File: src/rtl/pipe_stall_ctrl.sv
// Pipeline stall/flush controller for the 5-stage pipe: turns hazard, branch and
// data-memory-busy events into per-stage enables, flushes and bubble injection.
module pipe_stall_ctrl #(
    parameter int MAX_STALL    = 15,
    parameter int FLUSH_CYCLES = 1,
    parameter int CNT_W        = 16
) (
    input  logic             clk,
    input  logic             rst,
    input  logic             haz_nop,
    input  logic             haz_stall,
    input  logic             br_taken,
    input  logic             mem_busy,
    output logic             pc_en,
    output logic             ifid_en,
    output logic             ifid_flush,
    output logic             idex_bubble,
    output logic             pipe_en,
    output logic             stall_ack,
    output logic             stall_err,
    output logic [CNT_W-1:0] stall_cnt,
    output logic [1:0]       dbg_state
);

    localparam int              RUN_W      = $clog2(MAX_STALL + 2);
    localparam logic [RUN_W-1:0] RUN_MAX   = RUN_W'(MAX_STALL + 1);
    localparam logic [1:0]      FLUSH_INIT = 2'(FLUSH_CYCLES);

    typedef enum logic [1:0] {
        S_RUN   = 2'd0,
        S_HAZ   = 2'd1,
        S_MEM   = 2'd2,
        S_FLUSH = 2'd3
    } state_t;

    state_t           state;
    state_t           state_d;
    state_t           eff_state;
    logic [1:0]       flush_left;
    logic [1:0]       flush_left_d;
    logic [RUN_W-1:0] run_len;
    logic [RUN_W-1:0] run_len_d;
    logic             stall_err_d;
    logic [CNT_W-1:0] stall_cnt_d;

    // Leaving MEM_STALL resumes a pending flush in the same cycle; a resumed
    // hazard stall is treated as a fresh RUN cycle so no ack can fire.
    always_comb begin
        eff_state = state;
        if (state == S_MEM) begin
            eff_state = (flush_left != 2'd0) ? S_FLUSH : S_RUN;
        end
    end

    // State register, flush/run trackers, watchdog and stall counter
    always_ff @(posedge clk or negedge rst) begin
        if (!rst) begin
            state      <= S_RUN;
            flush_left <= 2'd0;
            run_len    <= '0;
            stall_err  <= 1'b0;
            stall_cnt  <= '0;
        end else begin
            state      <= state_d;
            flush_left <= flush_left_d;
            run_len    <= run_len_d;
            stall_err  <= stall_err_d;
            stall_cnt  <= stall_cnt_d;
        end
    end

    // Next-state logic; priority mem_busy > br_taken > flush > haz_stall
    always_comb begin
        state_d      = eff_state;
        flush_left_d = flush_left;
        run_len_d    = run_len;
        if (mem_busy) begin
            state_d = S_MEM;
        end else if (br_taken) begin
            state_d      = (FLUSH_CYCLES > 0) ? S_FLUSH : S_RUN;
            flush_left_d = FLUSH_INIT;
            run_len_d    = '0;
        end else if (eff_state == S_FLUSH) begin
            run_len_d = '0;
            if (flush_left <= 2'd1) begin
                flush_left_d = 2'd0;
                state_d      = haz_stall ? S_HAZ : S_RUN;
            end else begin
                flush_left_d = flush_left - 2'd1;
            end
        end else if (haz_stall) begin
            state_d = S_HAZ;
            if (run_len != RUN_MAX) begin
                run_len_d = run_len + RUN_W'(1);
            end
        end else begin
            state_d   = S_RUN;
            run_len_d = '0;
        end
    end

    always_comb begin
        stall_err_d = stall_err | (run_len_d == RUN_MAX);
        stall_cnt_d = stall_cnt;
        if (!pc_en && (stall_cnt != {CNT_W{1'b1}})) begin
            stall_cnt_d = stall_cnt + CNT_W'(1);
        end
    end

    // Output decode; reset values hold the whole pipe and feed NOPs
    always_comb begin
        pc_en       = 1'b0;
        ifid_en     = 1'b0;
        pipe_en     = 1'b0;
        ifid_flush  = 1'b1;
        idex_bubble = 1'b1;
        stall_ack   = 1'b0;
        if (rst) begin
            if (mem_busy) begin
                ifid_flush  = 1'b0;
                idex_bubble = 1'b0;
            end else if (br_taken) begin
                pc_en   = 1'b1;
                ifid_en = 1'b1;
                pipe_en = 1'b1;
            end else if (eff_state == S_FLUSH) begin
                pc_en       = 1'b1;
                ifid_en     = 1'b1;
                pipe_en     = 1'b1;
                idex_bubble = 1'b0;
            end else if (haz_stall) begin
                pipe_en    = 1'b1;
                ifid_flush = 1'b0;
            end else begin
                pc_en       = 1'b1;
                ifid_en     = 1'b1;
                pipe_en     = 1'b1;
                ifid_flush  = 1'b0;
                idex_bubble = haz_nop;
                stall_ack   = (eff_state == S_HAZ);
            end
        end
    end

    assign dbg_state = state;

endmodule

File: config.mk
export PLATFORM = sky130hd
export DESIGN_NAME = pipe_stall_ctrl
export DESIGN_NICKNAME = d
export VERILOG_FILES = /design/src/rtl/pipe_stall_ctrl.sv
export SDC_FILE = /design/constraint.sdc
export NUM_CORES = 1
export LEC_CHECK = 0
export BUFFER_PORTS_ARGS = -buffer_cell sky130_fd_sc_hd__buf_2
export CAP_MARGIN = 20
export CORE_AREA = 5 5 52 65
export CTS_CLUSTER_DIAMETER = 50
export CTS_CLUSTER_SIZE = 30
export DETAILED_ROUTE_END_ITERATION = 7
export DIE_AREA = 0 0 57 70
export GPL_TIMING_DRIVEN = 1
export HOLD_SLACK_MARGIN = 0.1
export PLACE_DENSITY = 0.81
export SLEW_MARGIN = 0
export SYNTH_ARGS = -nofsm -noshare
export SYNTH_HDL_FRONTEND = slang
export SYNTH_SLANG_ARGS = --single-unit
File: constraint.sdc
create_clock -name clk -period 2.5 [get_ports clk]
set_clock_uncertainty 0.2 [all_clocks]
set_input_delay 0.5 -clock clk [delete_from_list [all_inputs] [get_ports clk]]
set_output_delay 0.5 -clock clk [all_outputs]
set_load 0.03 [all_outputs]
### Word level (Yosys, flattened, before mapping)

Index checks and enable logic that the tools add are counted.

* equality and inequality tests: 6
* order comparisons: 1
* $add $sub $neg: 3
* reductions and logical operators: 5
* multiplexer cells: 36
* bitwise logic cells: 2

Operators by type and width (count)
* $mux W5: 5
* $mux W1: 22
* $mux W2: 9
* $add A16 B1 Y16 const B: 1
* $ne A16 B16 Y1 const B: 1
* $add A5 B1 Y5 const B: 1
* $eq A5 B5 Y1 const B: 1
* $ne A5 B5 Y1 const B: 1
* $eq A2 B2 Y1 const B: 2
* $reduce_bool A2 Y1: 2
* $eq A2 B1 Y1 const B: 1
* $le A2 B1 Y1 const B: 1
* $reduce_and A2 Y1: 1
* $sub A2 B1 Y2 const B: 1
* $logic_and A1 B1 Y1: 1
* $logic_not A1 Y1: 1
* $not A1 Y1: 1
* $or A1 B1 Y1: 1

* output and inout port bits: 25
* bits of input ports: 6
* register bits: 26
* word-level logic and storage cells: 58

### Logic depth before layout (Yosys ltp)

* depth in word-level cells: 10
* mapped depth: 6
* depth with buffers taken out: 6

### Least setup slack after synthesis

Ideal clock, no wire load.

* path kind: input -> output
* from: input rst
* to: output pc_en
* path buffers: 1
* stages: 3
* data required time: 1800 ps
* arrival time: 1886 ps
* path slack: -86 ps
* path through: nor2b_1 -> a21boi_2 -> buf_4

* longest elaborated chain between the ends: 1

RTL lines
* start, declared: RTL line 9 `input logic rst,`
* $mux W1
* end, declared: RTL line 14 `output logic pc_en,`

Every way passes these cells.

### Worst setup path in the final report

* from: register flush_left[1]
* to: output idex_bubble

* longest elaborated chain between the ends: 8

RTL lines
* start, declared: RTL line 39 `logic [1:0] flush_left;`
* start signal, assigned: RTL line 65 `flush_left <= flush_left_d;`
* $reduce_bool A2 Y1: RTL line 51 `eff_state = (flush_left != 2'd0) ? S_FLUSH : S_RUN;`
* $mux W2: RTL line 51
* $mux W2: RTL line 50 `if (state == S_MEM) begin`
* $eq A2 B2 Y1: RTL line 126 `end else if (eff_state == S_FLUSH) begin`
* $mux W1: RTL line 126
* $mux W1: RTL line 122 `end else if (br_taken) begin`
* $mux W1: RTL line 119 `if (mem_busy) begin`
* $mux W1: RTL line 118 `if (rst) begin`
* end, declared: RTL line 17 `output logic idex_bubble,`

Every way passes these cells.

==> run summary <==
The clock-pin slew reported for the worst setup and hold paths after clock tree synthesis is 140 ps. The number of buffer cells added on primary ports is 30. The maximum fanout encountered on the critical timing path is 5. The via count of the first global-routing pass was 1119. The synthesized-area fraction occupied by adder cells is 2.80%. Measured on the finished design, the core utilization comes to 60.6%. After synthesis, the largest family of logic cells by area is simple AND/OR/NAND/NOR gates. The average size of a mapped cell is 10.9 um^2. Setup repair after global routing left no endpoint under its margin. The remaining global-route overflow is 0.

From synthesis to final layout, the design area changed by 21.4%. The worst endpoint required time is 1800 ps. At the worst endpoint, the arrival time is 1740 ps. Once detailed placement completed, the half-perimeter wirelength came to 2.15 mm. Once detail routing completed, the nets flagged for antenna violations numbered 0. Across the run, the number of max-cap violations was 0. The total die area is 0.00399 mm^2.

In the finished design, the share of the clock period the worst path needs comes to 97.4%. The static leakage came out at 0.000758 uW. The number of hold violations in the final report came out at 0. The setup path with the least slack is of type flip-flop to primary output. The y dimension of the die is 70 um. The hold path startpoint is stall_err. By count the netlist is led by sky130_fd_sc_hd__dfrtp_1, sky130_fd_sc_hd__xnor2_1, sky130_fd_sc_hd__nand2_1. Cells with a size suffix above 1 make up 28.3% of the layout.

The core outline area came out at 0.00268 mm^2. The clock latency of the later-clocked register in the worst-skew pair is 330 ps. The number of design-rule violations left by the first detailed-router iteration is 25. The number of I/O pins came out at 31. After detailed routing, the total wire length is 2.90 mm.

The average detailed-routed wire length per instance came out at 15.0 um. The xor/xnor share of the synthesized area came out at 9.81%. The share of the synthesized area in the top cell type came out at 48.6%.

The portion of netlist area occupied by mux cells is 1.59%. The worst pin sits at a relative slew slack of 66.7%. The number of synthesized register bits is 26. The most used flip-flop cell after synthesis is sky130_fd_sc_hd__dfrtp_1. The transition time at the pin with the least slew margin is 497 ps.

The routed layout has 1072 vias. The count of TritonRoute iterations in the first routing pass came out at 4. TritonCTS built the clock tree. The buffer count from post-CTS setup fixing is 0. Entering global routing, the biggest net connects 27 pins.

The summed negative setup slack over all endpoints is 0 ps. The worst setup path is captured at a primary output. The clock sink total is 26. The antenna diode count is 0.

The cell area that synthesis handed to floorplanning was 0.00134 mm^2. The longest clock path from root to sink contains 2 buffers. The placed instance count came out at 187.

The root buffer cell chosen for the clock tree is sky130_fd_sc_hd__clkbuf_4. In this run the number of H-tree levels came out at 1. Row generation in the floorplan step produced 21 rows.

Summed over all instances, the cell type with the most area after synthesis is sky130_fd_sc_hd__dfrtp_1. Counting every instance in the synthesized netlist gives 123. The congestion estimate from routability-driven global placement came to 0.779.

By area the synthesized netlist is led by sky130_fd_sc_hd__dfrtp_1, sky130_fd_sc_hd__xnor2_1, sky130_fd_sc_hd__nand3_1. In the post-synthesis netlist, the cell with the most instances is sky130_fd_sc_hd__dfrtp_1. Final hold analysis gives a worst-case slack of 272 ps. The final count of pins violating max slew is 0. The number of standard cells in the final layout excluding fillers came out at 193. The number of antenna violations at the first check in global routing came out at 0. The worst hold path belongs to the class flip-flop to flip-flop. The number of enable-type register cells in the synthesized netlist is 0. The startpoint of the worst register-to-register path is flush_left[1]. The area of the multi-input gates came out at 666 um^2. Setup violations remaining at the end of the flow were counted as 0. Subtracting the final worst setup slack from the clock period gives 2440 ps. In this run, distinct cell masters in the synthesized netlist total 38. The register area came out at 651 um^2.

Of all flip-flops after synthesis, the portion carrying an async set or reset was 100%. The highest clock rate is 411 MHz. The width of the chip came out at 57 um. The remaining routing DRC violations came out at 0. The flow ran to the end, and the final reports show no timing, DRC or antenna violations.

At the placement stage, the worst setup path has a slack of 278 ps. Once the floorplan was initialized, standard cells occupied 50.0% of the core. At the end of the flow, the number of nets in the layout was 169. The sequential element share of the synthesized area is 48.6%. The final critical-path setup slack is 64.5 ps. Fill cells in the final layout number 233. Of the total synthesized cell area, the portion taken by AND, OR, NAND and NOR gates is 20.8%. The first-pass GRT wire length is 5.03 mm. Yosys printed 0 warnings. Tracing the worst setup path back leads to its startpoint at flush_left[1]. The worst vdd rail ir drop came out at 0.000637 V. The fraction of the mapped netlist area in compound gates is 14.1%. The net count of the mapped netlist came out at 132.

The number of buffers created by CTS is 3. The total of cells resized after clock tree synthesis is 0. Global routing used 15.8% of the available tracks across all layers. The average via count per standard cell is 5.55. STA classifies the critical path startpoint as a flip-flop. The total power per unit cell area came out at 809 mW/mm^2.
## layer usage
layer | GRT usage (%) | wire, um | vias up
met2 | 28.7 | 1540 | 22
met4 | 7.73 | 44 | 0
li1 | - | - | 514
met5 | 0 | 0 | -
met3 | 2.95 | 103 | 4
met1 | 17.1 | 1210 | 532
## through the flow
step | cell area, um^2 | power [uW]
2_1_floorplan | 1350 | 884
3_3_place_gp | 1540 | 1010
3_5_place_dp | 1540 | 1030
4_1_cts | 1630 | 1330
5_1_grt | 1630 | 1400
6_report | 1630 | 1320
## sequential cells by signal, summed over array words and instances, names as in the netlist
register and count:
run_len 5, stall_cnt 16, flush_left 2, stall_err 1, dbg_state 2
## where the power goes
group	leakage [uW]	switching, uW	internal, uW	total, uW
Clock	0.0000279	126	162	288
Sequential	0.000335	89.1	495	584
Combinational	0.000395	289	153	443
Total	0.000758	504	811	1320
## cell usage in the layout (no fill, tap or decap), types with 2 or more instances in the layout
cell type / synthesis / final
sky130_fd_sc_hd__o31ai_2: 2 / 2
sky130_fd_sc_hd__xnor2_1: 13 / 13
sky130_fd_sc_hd__inv_1: 5 / 5
sky130_fd_sc_hd__and3_1: 4 / 4
sky130_fd_sc_hd__ha_1: 3 / 3
sky130_fd_sc_hd__nor2_1: 7 / 7
sky130_fd_sc_hd__nand2_1: 11 / 11
sky130_fd_sc_hd__nand3_1: 9 / 9
sky130_fd_sc_hd__buf_4: 1 / 2
sky130_fd_sc_hd__xor2_1: 2 / 2
sky130_fd_sc_hd__nand4_1: 4 / 4
sky130_fd_sc_hd__buf_2: 0 / 30
sky130_fd_sc_hd__dfrtp_1: 26 / 26
sky130_fd_sc_hd__and4_1: 4 / 4
sky130_fd_sc_hd__nor2b_1: 3 / 3
sky130_fd_sc_hd__a21oi_1: 4 / 4
sky130_fd_sc_hd__o21ai_0: 3 / 3
sky130_fd_sc_hd__clkbuf_4: 0 / 3
## cells by family (layout without fill, tap and decap cells)
family / count (synthesis) / after routing
compound gates: 21 / 21
xor+xnor: 15 / 15
fa+ha+maj: 3 / 3
buf+inv: 7 / 43
flops: 26 / 26
mux: 2 / 2
simple gates: 49 / 49
## final timing paths
check / to / slack, ps / cells past startpoint
min in group asynchronous: stall_cnt[14] / 570 / 4
worst min-delay path: stall_err / 270 / 2
worst max-delay path: idex_bubble / 60 / 5
max in group asynchronous: dbg_state[0] / 1390 / 4
worst min register to register: stall_err / 270 / 2
worst max register to register: stall_cnt[11] / 400 / 5
## critical path, stage by stage (launching register included)
cell and delay, ps:
sky130_fd_sc_hd__dfrtp_1 450, sky130_fd_sc_hd__o31a_1 350, sky130_fd_sc_hd__nor2_1 120, sky130_fd_sc_hd__nor2_1 50, sky130_fd_sc_hd__o21ai_0 200, sky130_fd_sc_hd__buf_2 240
## final cells by class
cell class	instances	area share, %
Clock buffer	3	1.39
Clock inverter	1	1.85
Inverter	5	1.15
Multi-Input combinational cell	90	41.0
Sequential cell	26	40.0
Tap cell	34	2.62
Timing Repair Buffer	34	12.0
## what timing repair did
action,4_1_cts,5_1_grt
endpoints found under the setup margin,0,0
hold buffers,2,0
endpoints found under the hold margin,26,0
Power figures use the tool's default switching activity.
